$ cat src/rtl/cl_vled_pattern_gen.sv
// Virtual-LED pattern generator fed by the OCL register-decode stage.
// Owns CTRL/PATTERN/PERIOD/STEPS and steps vled_out through the selected pattern.
module cl_vled_pattern_gen #(
    parameter logic [31:0] BASE_ADDR    = 32'h0000_0600,
    parameter logic [31:0] UNIMPL_VALUE = 32'hDEAD_BEEF
) (
    input  logic        clk_main_a0,
    input  logic        rst_main_n,
    input  logic        wr_en,
    input  logic [31:0] wr_addr,
    input  logic [31:0] wr_data,
    input  logic [3:0]  wr_strb,
    input  logic        rd_en,
    input  logic [31:0] rd_addr,
    output logic        rd_valid,
    output logic [31:0] rd_data,
    output logic [15:0] vled_out
);
    localparam logic [31:0] CTRL_ADDR = BASE_ADDR;
    localparam logic [31:0] PAT_ADDR  = BASE_ADDR + 32'h4;
    localparam logic [31:0] PER_ADDR  = BASE_ADDR + 32'h8;
    localparam logic [31:0] STEP_ADDR = BASE_ADDR + 32'hC;

    typedef enum logic [1:0] {
        MODE_STATIC   = 2'd0,
        MODE_BLINK    = 2'd1,
        MODE_ROTATE   = 2'd2,
        MODE_PINGPONG = 2'd3
    } mode_e;

    logic        ctrl_en;
    mode_e       ctrl_mode;
    logic [15:0] pattern;
    logic [23:0] period;
    logic [31:0] steps;
    logic [23:0] cnt;
    logic        reload_pending;
    logic        phase;
    logic        dir_right;
    logic        wr_ctrl;
    logic        wr_pat;
    logic        wr_per;
    logic        wr_hit;
    logic        do_reload;
    logic        tick;
    logic [31:0] rd_mux;

    assign wr_ctrl   = wr_en && (wr_addr == CTRL_ADDR);
    assign wr_pat    = wr_en && (wr_addr == PAT_ADDR);
    assign wr_per    = wr_en && (wr_addr == PER_ADDR);
    assign wr_hit    = wr_ctrl || wr_pat || wr_per;
    // A write in the reload cycle defers the reload until the burst ends.
    assign do_reload = reload_pending && !wr_hit;
    assign tick      = ctrl_en && (cnt == period) && !wr_hit && !reload_pending;

    always_ff @(posedge clk_main_a0 or negedge rst_main_n) begin
        if (!rst_main_n) begin
            ctrl_en   <= 1'b0;
            ctrl_mode <= MODE_STATIC;
            pattern   <= '0;
            period    <= '0;
        end else begin
            if (wr_ctrl && wr_strb[0]) begin
                ctrl_en   <= wr_data[0];
                ctrl_mode <= mode_e'(wr_data[2:1]);
            end
            for (int b = 0; b < 2; b++) begin
                if (wr_pat && wr_strb[b]) pattern[8*b +: 8] <= wr_data[8*b +: 8];
            end
            for (int b = 0; b < 3; b++) begin
                if (wr_per && wr_strb[b]) period[8*b +: 8] <= wr_data[8*b +: 8];
            end
        end
    end

    always_ff @(posedge clk_main_a0 or negedge rst_main_n) begin
        if (!rst_main_n) begin
            cnt            <= '0;
            steps          <= '0;
            reload_pending <= 1'b0;
            phase          <= 1'b0;
            dir_right      <= 1'b0;
            vled_out       <= '0;
        end else begin
            reload_pending <= wr_hit;
            if (!ctrl_en || do_reload || cnt == period) begin
                cnt <= '0;
            end else begin
                cnt <= cnt + 24'd1;
            end
            if (tick) steps <= steps + 32'd1;
            if (do_reload) begin
                phase     <= 1'b1;
                dir_right <= 1'b0;
                vled_out  <= (ctrl_mode == MODE_PINGPONG) ? 16'h0001 : pattern;
            end else if (tick) begin
                unique case (ctrl_mode)
                    MODE_STATIC: vled_out <= vled_out;
                    MODE_BLINK: begin
                        phase    <= ~phase;
                        vled_out <= phase ? 16'h0000 : pattern;
                    end
                    MODE_ROTATE: vled_out <= {vled_out[14:0], vled_out[15]};
                    MODE_PINGPONG: begin
                        if (!dir_right) begin
                            if (vled_out[15]) begin
                                dir_right <= 1'b1;
                                vled_out  <= vled_out >> 1;
                            end else begin
                                vled_out <= vled_out << 1;
                            end
                        end else begin
                            if (vled_out[0]) begin
                                dir_right <= 1'b0;
                                vled_out  <= vled_out << 1;
                            end else begin
                                vled_out <= vled_out >> 1;
                            end
                        end
                    end
                endcase
            end
            if (!ctrl_en) vled_out <= '0;
        end
    end

    always_comb begin
        rd_mux = UNIMPL_VALUE;
        unique case (1'b1)
            (rd_addr == CTRL_ADDR): rd_mux = {29'd0, ctrl_mode, ctrl_en};
            (rd_addr == PAT_ADDR):  rd_mux = {16'd0, pattern};
            (rd_addr == PER_ADDR):  rd_mux = {8'd0, period};
            (rd_addr == STEP_ADDR): rd_mux = steps;
            default:                rd_mux = UNIMPL_VALUE;
        endcase
    end

    always_ff @(posedge clk_main_a0 or negedge rst_main_n) begin
        if (!rst_main_n) begin
            rd_valid <= 1'b0;
            rd_data  <= '0;
        end else begin
            rd_valid <= rd_en;
            rd_data  <= rd_en ? rd_mux : 32'd0;
        end
    end
endmodule

$ cat config.mk
export PLATFORM = sky130hd
export DESIGN_NAME = cl_vled_pattern_gen
export DESIGN_NICKNAME = d
export VERILOG_FILES = /design/src/rtl/cl_vled_pattern_gen.sv
export SDC_FILE = /design/constraint.sdc
export NUM_CORES = 1
export LEC_CHECK = 0
export CAP_MARGIN = 10
export CORE_MARGIN = 4
export CORE_UTILIZATION = 29
export DETAILED_ROUTE_END_ITERATION = 16
export DONT_BUFFER_PORTS = 1
export GPL_TIMING_DRIVEN = 1
export PLACE_DENSITY_LB_ADDON = 0.3
export SETUP_SLACK_MARGIN = 0.05
export SLEW_MARGIN = 15
export SYNTH_ARGS = -nofsm -noshare
export SYNTH_HDL_FRONTEND = slang
export SYNTH_SLANG_ARGS = --single-unit
$ cat constraint.sdc
create_clock -name clk_main_a0 -period 6.1 [get_ports clk_main_a0]
set_input_delay 0.305 -clock clk_main_a0 [delete_from_list [all_inputs] [get_ports clk_main_a0]]
set_output_delay 0.305 -clock clk_main_a0 [all_outputs]
set_load 0.1 [all_outputs]
# == Word-level counts from Yosys, hierarchy flattened ==
# Cells that the tools add are included.
# word_totals
ff_bits,151
latchBits,0
ram_bits,0
romBits,0
inputBits,104
output_inout_bits,49
n_memories,0
# classes
addsub,2
mul,0
div_mod_pow,0
magnitude_cmp,0
n_eq_ne,13
shifts,0
n_mux,21
n_bitwise,1
reduce_logical,27
# ops
operator,count
$eq 32x11->1 const B,7
$mux 16,8
$pmux 32 s4,1
$pmux 16 s3,1
$add 32x1->32 const B,1
$mux 32,1
$add 24x1->24 const B,1
$eq 24x24->1,1
$mux 24,1
$logic_and 1x1->1,13
$mux 1,9
$reduce_and 2->1,3
$reduce_bool 2->1,3
$eq 2x2->1 const B,2
$logic_or 1x1->1,4
$logic_not 1->1,3
$ne 3x1->1 const B,1
$ne 3x3->1 const B,1
$eq 2x1->1 const B,1
$logic_not 2->1,1
$not 1->1,1

# == Longest topological paths before layout ==
# Gate-level depths: netlist (run 1).
# depth
ltp_word,10
mapped_depth,8

# == Worst setup path before layout (run 1) ==
# No wires, ideal clock.
# synth_timing
path_kind,register to register
start,register vled_out[0]
end,register vled_out[12]
setup_time_ps,79
t_arrival_ps,2075
path_slack_ps,3946
path_stages_with_launch,8
n_path_buf,1
synth_period_minus_slack_ps,2154
cell_sequence,dfrtp_1 nand2_1 o21a_1 nand3_1 clkbuf_1 o22a_1 o21ai_0 o2bb2ai_1
# synth_between
elab_chain_len,6
# synth_lines
item,line,rtl
from (decl),17,output logic [15:0] vled_out
from (signal assigned),95,vled_out <= (ctrl_mode == MODE_PINGPONG) ? 16'h0001 : pattern;
from (signal assigned),98,MODE_STATIC: vled_out <= vled_out;
from (signal assigned),101,vled_out <= phase ? 16'h0000 : pattern;
$mux 16,113,if (vled_out[0]) begin
$mux 16,105,if (!dir_right) begin
$pmux 16 s3,97,unique case (ctrl_mode)
$mux 16,96,end else if (tick) begin
$mux 16,92,if (do_reload) begin
$mux 16,123,if (!ctrl_en) vled_out <= '0;
# No other way between the ends. The select of a mux whose other input is x is not followed.
# A chain may end at the register's enable or synchronous reset.

# == Worst setup path after layout (run 1) ==
# layout_timing
start,register period[1]
end,register cnt[4]
# layout_between
elab_chain_len,3
# layout_lines
item,line,rtl
from (decl),34,logic [23:0] period;
"from (signal, indexed assignment)",71,if (wr_per && wr_strb[b]) period[8*b +: 8] <= wr_data[8*b +: 8];
$eq 24x24->1,86,if (!ctrl_en || do_reload || cnt == period) begin
$logic_or 1x1->1,86,
$mux 24,86,
to (signal assigned),89,cnt <= cnt + 24'd1;
to (decl),36,logic [23:0] cnt;
# No other way between the ends.

==> flow_metrics.tcl, run 1 <==
set metrics [dict create \
    relSlewSlack 0.2674 \
    status "complete, no violations" \
    cts_sinks 151 \
    clk-insertion-delay-late_ns 0.43 \
    grt_usage 0.1423 \
    dieArea_um2 28830 \
    synth_edf_count 0 \
    busiest_layer "met2" \
    pin_count 153 \
    slowest_delay_ns 0.86 \
    rsz0062_at_grt "no" \
    setup_tns_ns 0 \
    syn_inst 654 \
    synth_nets 760 \
    yosysSeqAreaShare 0.4978 \
    grt_pass1_vias 5085 \
    layout_worst_path_cycle_share 0.4641 \
    routedWlPerCell_um 20.37 \
    drive_gt1_frac 0.1930 \
    clock_skew_ns 0.01118 \
    rows 58 \
    cts_inserted_buffers 17 \
    fin_util 0.3342 \
    clock_path_buffers 2 \
    cts_resized 0 \
    root_buffer "clkbuf_16" \
    antenna_found_initial 0 \
    clk_pin_slew_worst_paths_ns 0.07 \
    holdCritPathClass "in -> reg" \
    grt_overflow 0 \
    setup_violations 0 \
    ant_nets 0 \
    via_per_inst 5.161 \
    fin_total_pwr_mw 2.200 \
    grt_pass1_wl_um 31320 \
    worstMarginPinSlew_ns 1.096 \
    critPathSlowestCell "nand3_1" \
    worst_setup_path_start_kind "flip-flop" \
    yosys.area.top_type_share 0.4978 \
    met3_usage 0.04356 \
    synthTopCellsByArea "dfrtp_1, mux2_2, xnor2_1" \
    n_antenna_cell 0 \
    drc 0 \
    ir_drop_mv 0.1461 \
    p_leak_nw 3.539 \
    cts_tree "done" \
    grt_max_degree 152 \
    ys_warn_count 0 \
    port_buffers 0 \
    wl_um 20130 \
    area_growth_pct 12.15 \
    drt_iter0_drc 340 \
    num_vias 5099 \
    synth-async-reset-ratio 1.000 \
    drt-pass1-iter-count 4 \
    crit_fanout 24 \
    initial_core_util 0.2980 \
    crit_arrival_ns 3.09 \
    die-width_um 169.8 \
    netlist_area_um2 7591 \
    slew_viol_final 0 \
    period_minus_slack_ns 2.831 \
    grt_use_met1 0.2019 \
    nets 752 \
    finalHoldViolations 0 \
    htreeDepth 4 \
    path_cells "xnor2_1 -> nand4_1 -> nor4_4 -> nand2_2 -> nand3_1 -> nor2_1" \
    gr-usage-met2 0.2085 \
    max_cap_viol_count 0 \
    synth_top_flop_cell "dfrtp_1" \
    core-area_um2 25470 \
    num-fill-cells 2528 \
    syn_avg_cell_area_um2 11.61 \
    fmax_mhz 353.2 \
    routabilityCongestion 0.7888 \
    critPathRequiredTime_ns 6.36 \
    endpoint_kind "flip-flop" \
    synth.distinct_cells 61 \
    synth_largest_area_cell "dfrtp_1" \
    die_h_um 169.8 \
    hpwl_um 14120 \
    p_per_area_nw_per_um2 258.4 \
    crit_type "reg -> reg" \
    synth-seq-cells 151 \
]
==> layout make-up <==
type	instances	area, um2	share of cell area
Clock buffer	19	442.9	0.05203
Clock inverter	12	152.6	0.01793
Inverter	11	41.29	0.004850
Multi-Input combinational cell	460	3620	0.4252
Sequential cell	151	3779	0.4439
Tap cell	330	412.9	0.04850
Timing Repair Buffer	5	65.06	0.007643
==> sequential cells by signal, indices dropped and copies added (netlist names) <==
signal          flops
vled_out           16
cnt                24
ctrl_mode           2
rd_data            32
reload_pending      1
dir_right           1
steps              32
ctrl_en             1
pattern            16
rd_valid            1
phase               1
period             24
==> cells by family (layout without fill, tap and decap cells) <==
kind of cell,after synthesis,in the layout,synth area share
compound gates,97,97,0.1030
mux,69,69,0.1061
fa+ha+maj,2,2,0.003296
buf+inv,43,47,0.02604
xor+xnor,77,77,0.08884
simple gates,215,215,0.1749
flops,151,151,0.4978
==> where the power goes <==
part / leakage (nW) / switching [mW] / internal (mW)
logic: 1.22 / 0.0274 / 0.0148
registers: 2.04 / 0.0681 / 1.01
clock network: 0.281 / 0.430 / 0.651
==> worst paths after layout <==
path,startpoint,endpoint,slack [ns],cells after the start
max in group asynchronous,rst_main_n,reload_pending,4.98,2
min reg2reg,steps[19],steps[19],0.48,1
min,wr_data[3],pattern[3],0.02,1
max,period[1],cnt[4],3.27,6
max reg2reg,period[1],cnt[4],3.27,6
min in group asynchronous,rst_main_n,rd_data[4],0.56,2
==> routing by layer <==
metal | vias up | wire length [um] | part of all wire
met1 | 2588 | 9457 | 0.47
met5 | - | 0 | 0
met3 | 21 | 1347 | 0.067
met4 | 0 | 289 | 0.014
li1 | 2363 | - | -
met2 | 127 | 9035 | 0.45
==> through the flow <==
stage / hold slack (ns) / cells / area, um2 / setup WS, ns
finish: 0.01751 / 988 / 8513 / 3.269
global route: 0.0009852 / 988 / 8513 / 3.103
CTS: 0.001099 / 988 / 8513 / 3.267
detailed placement: 0.01507 / 953 / 7860 / 3.299
global placement: 0.01519 / 953 / 7860 / 3.303
floorplan: 0.009409 / 654 / 7591 / 3.946
==> cells in the final DEF, fill, tap and decap left out, drive strengths merged, types with 12 or more instances in the layout <==
cell type / n
and3: 16
nand3: 21
xnor2: 53
nand4: 24
clkbuf: 19
dfrtp: 151
mux2: 62
o21ai: 14
nor2: 46
xor2: 24
nor4: 19
inv: 12
a22oi: 14
a21boi: 21
nand2: 48
==> critical path, delay by kind of cell (launching register included) <==
family	cells	cell delay, ns
and+or+nand+nor	5	1.95
DFF	1	0.41
xor gates and xnor gates	1	0.28
==> synthesized netlist by cell type, drive strengths merged, types with 13 or more instances <==
master	number
a21boi	21
a22oi	14
and3	16
buf	13
clkbuf	19
dfrtp	151
mux2	62
nand2	48
nand3	21
nand4	24
nor2	46
nor4	19
o21ai	14
xnor2	53
xor2	24
==> what timing repair did <==
action	in CTS	in global routing
endpoints found under the setup margin	0	0
hold endpoints to repair	156	0
hold buffers	4	0
buffers inserted	0	0
Note: power is estimated with default switching activity, not from simulation.
==> run 2: changes to the inputs <==
clock period = 2.8 ns   (was 6.1 ns; I/O delays follow)
==> run 2 against run 1 <==
  * The flow now finishes with violations (negative hold slack)
  * Setup slack worse by 3.0 ns
  * Largest power group is now the clock network
  * Final area up 5.4%
  * Clock skew decreased by 0.0012 ns
  * Final cell count up 5.2%
==> flow_metrics.tcl, run 2 (same netlist as run 1, synthesis figures left out) <==
set metrics [dict create \
    cts_sinks 151 \
    reg_top3 "rd_data x32, steps x32" \
    crit_arrival_ns 2.83 \
    relSlewSlack 0.2674 \
    endpoint_kind "flip-flop" \
    hpwl_um 14410 \
    dieArea_um2 28830 \
    p_per_area_nw_per_um2 550.2 \
    holdCritPathClass "in -> async" \
    clk_pin_slew_worst_paths_ns 0.06 \
    crit_type "reg -> reg" \
    cp_num_buf_inv 0 \
    via_per_inst 5.035 \
    nets 802 \
    wirelength_met1_um 9674 \
    critPathRequiredTime_ns 3.11 \
    grt_pass1_wl_um 31820 \
    core-area_um2 25470 \
    layout_common_cells "dfrtp_1, mux2_2, xnor2_1, nor2_1, nand2_1" \
    setup_tns_ns 0 \
    cts_tree "done" \
    root_buffer "clkbuf_16" \
    routabilityCongestion 0.8184 \
    routedWlPerCell_um 19.65 \
    critical-path-top-delay-family "simple AND/OR/NAND/NOR gates" \
    area_growth_pct 18.23 \
    cts_setup_buffers 0 \
    drt_iter0_drc 366 \
    grt_pass1_vias 5275 \
    setup_violations 0 \
    hold_buffers 27 \
    drive_gt1_frac 0.2172 \
    layout_worst_path_cycle_share 0.9014 \
    violations "negative hold slack" \
    worst_setup_path_start_kind "flip-flop" \
    cts_resized 0 \
    grt_overflow 0 \
    ir_drop_mv 0.3565 \
    clock_skew_ns 0.009990 \
    pin_count 153 \
    placed_area_um2 8063 \
    fmax_mhz 396.2 \
    dr.max_layer_used "met4" \
    fin_area_um2 8975 \
    p_leak_nw 3.794 \
    critPathSlowestCell "o311a_1" \
    n_antenna_cell 0 \
    clk-insertion-delay-late_ns 0.42 \
    die-width_um 169.8 \
    final_common_cell "dfrtp_1" \
    grt_max_degree 152 \
    period_minus_slack_ns 2.524 \
    crit_fanout 12 \
    route.met2.wl_um 9417 \
    finalHoldViolations 151 \
    met3_length_um 1190 \
    num-fill-cells 2499 \
    ant_nets 0 \
    drt-pass1-iter-count 5 \
    die_h_um 169.8 \
    slowest_delay_ns 0.57 \
    slew_viol_final 0 \
    antenna_found_initial 0 \
    rr_endpoint "vled_out[1]" \
    holdWs_ns -0.5895 \
    initial_core_util 0.2980 \
    port_buffers 0 \
    path_cells "xnor2_1 -> nand4_1 -> nor4_4 -> nand2_2 -> o311a_1 -> a32o_1" \
    worstMarginPinSlew_ns 1.095 \
    wl_um 20410 \
    clock_path_buffers 2 \
    grt_usage 0.1433 \
    rows 58 \
    critical_path.startpoint "period[1]" \
    htreeDepth 4 \
    status "finished, violations left" \
    drc 0 \
    regToRegSetupSlack_ns 0.28 \
    timing.rr.start "period[1]" \
    cts_inserted_buffers 17 \
    max_cap_viol_count 0 \
    rsz0062_at_grt "no" \
    r2r_cells 6 \
    num_vias 5231 \
]
-- run 2: changes by cell type in the layout (fill, tap and decap cells not counted), sizes merged --
cell         delta
buf            +26
bufinv          +1
clkbuf          +2
clkinv          +1
clkinvlp        -2
dlygate4sd3    +24
inv             -1
-- run 2: metrics by stage --
step | hold WS [ns] | utilization | cells | power (mW) | setup WS, ns
final | -0.5895 | 0.3523 | 1039 | 4.938 | 0.2762
after global routing | -0.6132 | 0.3523 | 1039 | 5.077 | 0.06338
after detailed placement | -0.1500 | 0.3165 | 980 | 2.430 | 0.2652
after floorplan | -0.1556 | - | 654 | 2.433 | 0.6460
after CTS | -0.6067 | 0.3523 | 1039 | 4.979 | 0.2334
after global placement | -0.1501 | 0.3165 | 980 | 2.430 | 0.2385
-- run 2: per-layer routing --
layer / track usage / vias up
met3: 0.03680 / 7
li1: - / 2454
met5: 0 / -
met4: 0.03605 / 0
met2: 0.2177 / 113
met1: 0.2044 / 2657
-- run 2: cell type report --
| class | instances | area [um2] | area share |
|---|---|---|---|
| Inverter | 11 | 41.29 | 0.004601 |
| Clock buffer | 21 | 470.5 | 0.05242 |
| Multi-Input combinational cell | 460 | 3620 | 0.4033 |
| Timing Repair Buffer | 55 | 480.5 | 0.05353 |
| Sequential cell | 151 | 3779 | 0.4210 |
| Tap cell | 330 | 412.9 | 0.04601 |
| Clock inverter | 11 | 171.4 | 0.01910 |
-- run 2: worst max path at each step --
| stage | end | cells past startpoint | slack (ns) |
|---|---|---|---|
| after CTS | vled_out[2] | 6 | 0.23 |
| final | vled_out[1] | 6 | 0.28 |
| after detailed placement | vled_out[2] | 6 | 0.27 |
| after floorplan | vled_out[12] | 7 | 0.65 |
| after global routing | vled_out[1] | 6 | 0.06 |
| after global placement | vled_out[1] | 6 | 0.24 |
-- run 2: power by group --
group	internal [mW]	total [mW]	switching (mW)
clock network	1.57	2.50	0.937
logic	0.0519	0.0904	0.0384
registers	2.20	2.35	0.148
==> run 3: changes to the inputs <==
RECOVER_POWER = 100   (was unset)
SLEW_MARGIN = 20   (was 15)
==> run 3 against run 2 <==
  * The run still ends with negative hold slack left
  * Sequential share of layout area increased by 0.89 points
  * Worst hold slack got worse by 0.0036 ns
  * Final cell count unchanged
  * Critical path type unchanged
  * Via count about the same
==> flow_metrics.tcl, run 3 (same netlist as run 1, synthesis figures left out) <==
set metrics [dict create \
    violations "negative hold slack" \
    clk_pin_slew_worst_paths_ns 0.06 \
    critPathSlowestCell "o311ai_1" \
    layout_worst_path_cycle_share 0.9015 \
    n_antenna_cell 0 \
    core-area_um2 25470 \
    status "finished, violations left" \
    num_vias 5229 \
    cts_sinks 151 \
    drc 0 \
    clock_path_buffers 2 \
    endpoint_kind "flip-flop" \
    drt_iter0_drc 324 \
    critical-path-top-delay-family "simple AND/OR/NAND/NOR gates" \
    critPathCapture "vled_out[15]" \
    comb_power_share 0.018 \
    pin_count 153 \
    area_growth_pct 15.77 \
    cts_inserted_buffers 17 \
    via_per_inst 5.033 \
    dp_worst_setup_slack_ns 0.2652 \
    path_depth 6 \
    rsz0062_at_grt "no" \
    placed_area_um2 8063 \
    cts_setup_buffers 0 \
    slew_viol_final 0 \
    r2r_cells 6 \
    routabilityCongestion 0.8184 \
    hpwl_um 14410 \
    clk-insertion-delay-late_ns 0.43 \
    grt_pass1_wl_um 31820 \
    p_sw_mw 1.127 \
    switching_share 0.2281 \
    die-width_um 169.8 \
    grt_pass1_vias 5275 \
    ff_latch_area_um2 3779 \
    rows 58 \
    root_buffer "clkbuf_16" \
    grt_max_degree 152 \
    p_leak_nw 3.687 \
    p_per_area_nw_per_um2 562.1 \
    die_h_um 169.8 \
    grt_overflow 0 \
    nets 802 \
    fin_area_um2 8788 \
    fin_util 0.3450 \
    path_cells "xnor2_1 -> nand4_1 -> nor4_4 -> nand2_2 -> o311ai_1 -> mux2_2" \
    antenna_found_initial 0 \
    clock_skew_ns 0.008340 \
    crit_fanout 5 \
    num-fill-cells 2533 \
    p_seq_frac 0.475 \
    drt-pass1-iter-count 4 \
    regToRegSetupSlack_ns 0.28 \
    multi_input_area_um2 3513 \
    layout_common_cells "dfrtp_1, mux2_2, xnor2_1, nand2_1, nor2_1" \
    final_common_cell "dfrtp_1" \
    hold_buffers 27 \
    timing.rr.start "period[1]" \
    crit_arrival_ns 2.83 \
    critPathRequiredTime_ns 3.11 \
    reg_top3 "rd_data x32, steps x32" \
    clkPwrFrac 0.507 \
    intPower_mw 3.814 \
    grt_usage 0.1433 \
    relSlewSlack 0.07417 \
    dieArea_um2 28830 \
    crit_type "reg -> reg" \
    setup_tns_ns 0 \
    critical_path.startpoint "period[1]" \
    routedWlPerCell_um 19.55 \
    worst_setup_path_start_kind "flip-flop" \
    wl_um 20310 \
    finalHoldViolations 151 \
    ant_nets 0 \
    setup_violations 0 \
    ir_drop_mv 0.3567 \
    period_minus_slack_ns 2.524 \
    holdCritPathClass "in -> async" \
    max_cap_viol_count 0 \
    cts_tree "done" \
    drive_gt1_frac 0.1678 \
    worstMarginPinSlew_ns 1.389 \
    htreeDepth 4 \
    fin_ws_ns 0.2758 \
    cts_resized 0 \
    rr_endpoint "vled_out[15]" \
    port_buffers 0 \
    holdWs_ns -0.5931 \
    fmax_mhz 396.2 \
    slowest_delay_ns 0.50 \
    initial_core_util 0.2980 \
    cp_num_buf_inv 0 \
]
-- run 3: changes by cell type in the layout (fill, tap and decap cells not counted), sizes merged --
cell and change:
clkbuf +22, buf -22
-- run 3: worst min path at each step --
stage | from | to | slack, ns | cells past startpoint
after global placement | rst_main_n | rd_data[26] | -0.15 | 0
after floorplan | rst_main_n | cnt[0] | -0.16 | 0
after CTS | rst_main_n | rd_data[26] | -0.61 | 0
final | rst_main_n | rd_data[26] | -0.59 | 0
after global routing | rst_main_n | rd_data[26] | -0.61 | 0
after detailed placement | rst_main_n | rd_data[26] | -0.15 | 0
-- run 3: metrics by stage --
| stage | total power, mW | instances |
|---|---|---|
| after floorplan | 2.433 | 654 |
| after global placement | 2.430 | 980 |
| after detailed placement | 2.430 | 980 |
| after CTS | 4.979 | 1039 |
| after global routing | 5.075 | 1039 |
| final | 4.940 | 1039 |
-- run 3: cell type report --
class,count,share of cell area
Multi-Input combinational cell,460,0.3998
Tap cell,330,0.04698
Inverter,11,0.004698
Clock inverter,11,0.01950
Sequential cell,151,0.4300
Clock buffer,21,0.05353
Timing Repair Buffer,55,0.04556
-- run 3: power by group through the flow --
stage          Clock (mW)  Sequential (mW)  Combinational, mW
2_1_floorplan           0             2.38             0.0502
3_3_place_gp            0             2.39             0.0428
3_5_place_dp            0             2.39             0.0430
4_1_cts              2.54             2.35             0.0911
5_1_grt              2.63             2.35             0.0945
6_report             2.51             2.35             0.0885
-- run 3: per-layer routing --
metal  up-vias  global-route usage  routed length, um
met1      2639              0.2044               9630
met3        17             0.03680               1215
met4         0             0.03605                242
li1       2451                   -                  -
met5         -                   0                  0
met2       122              0.2177               9224
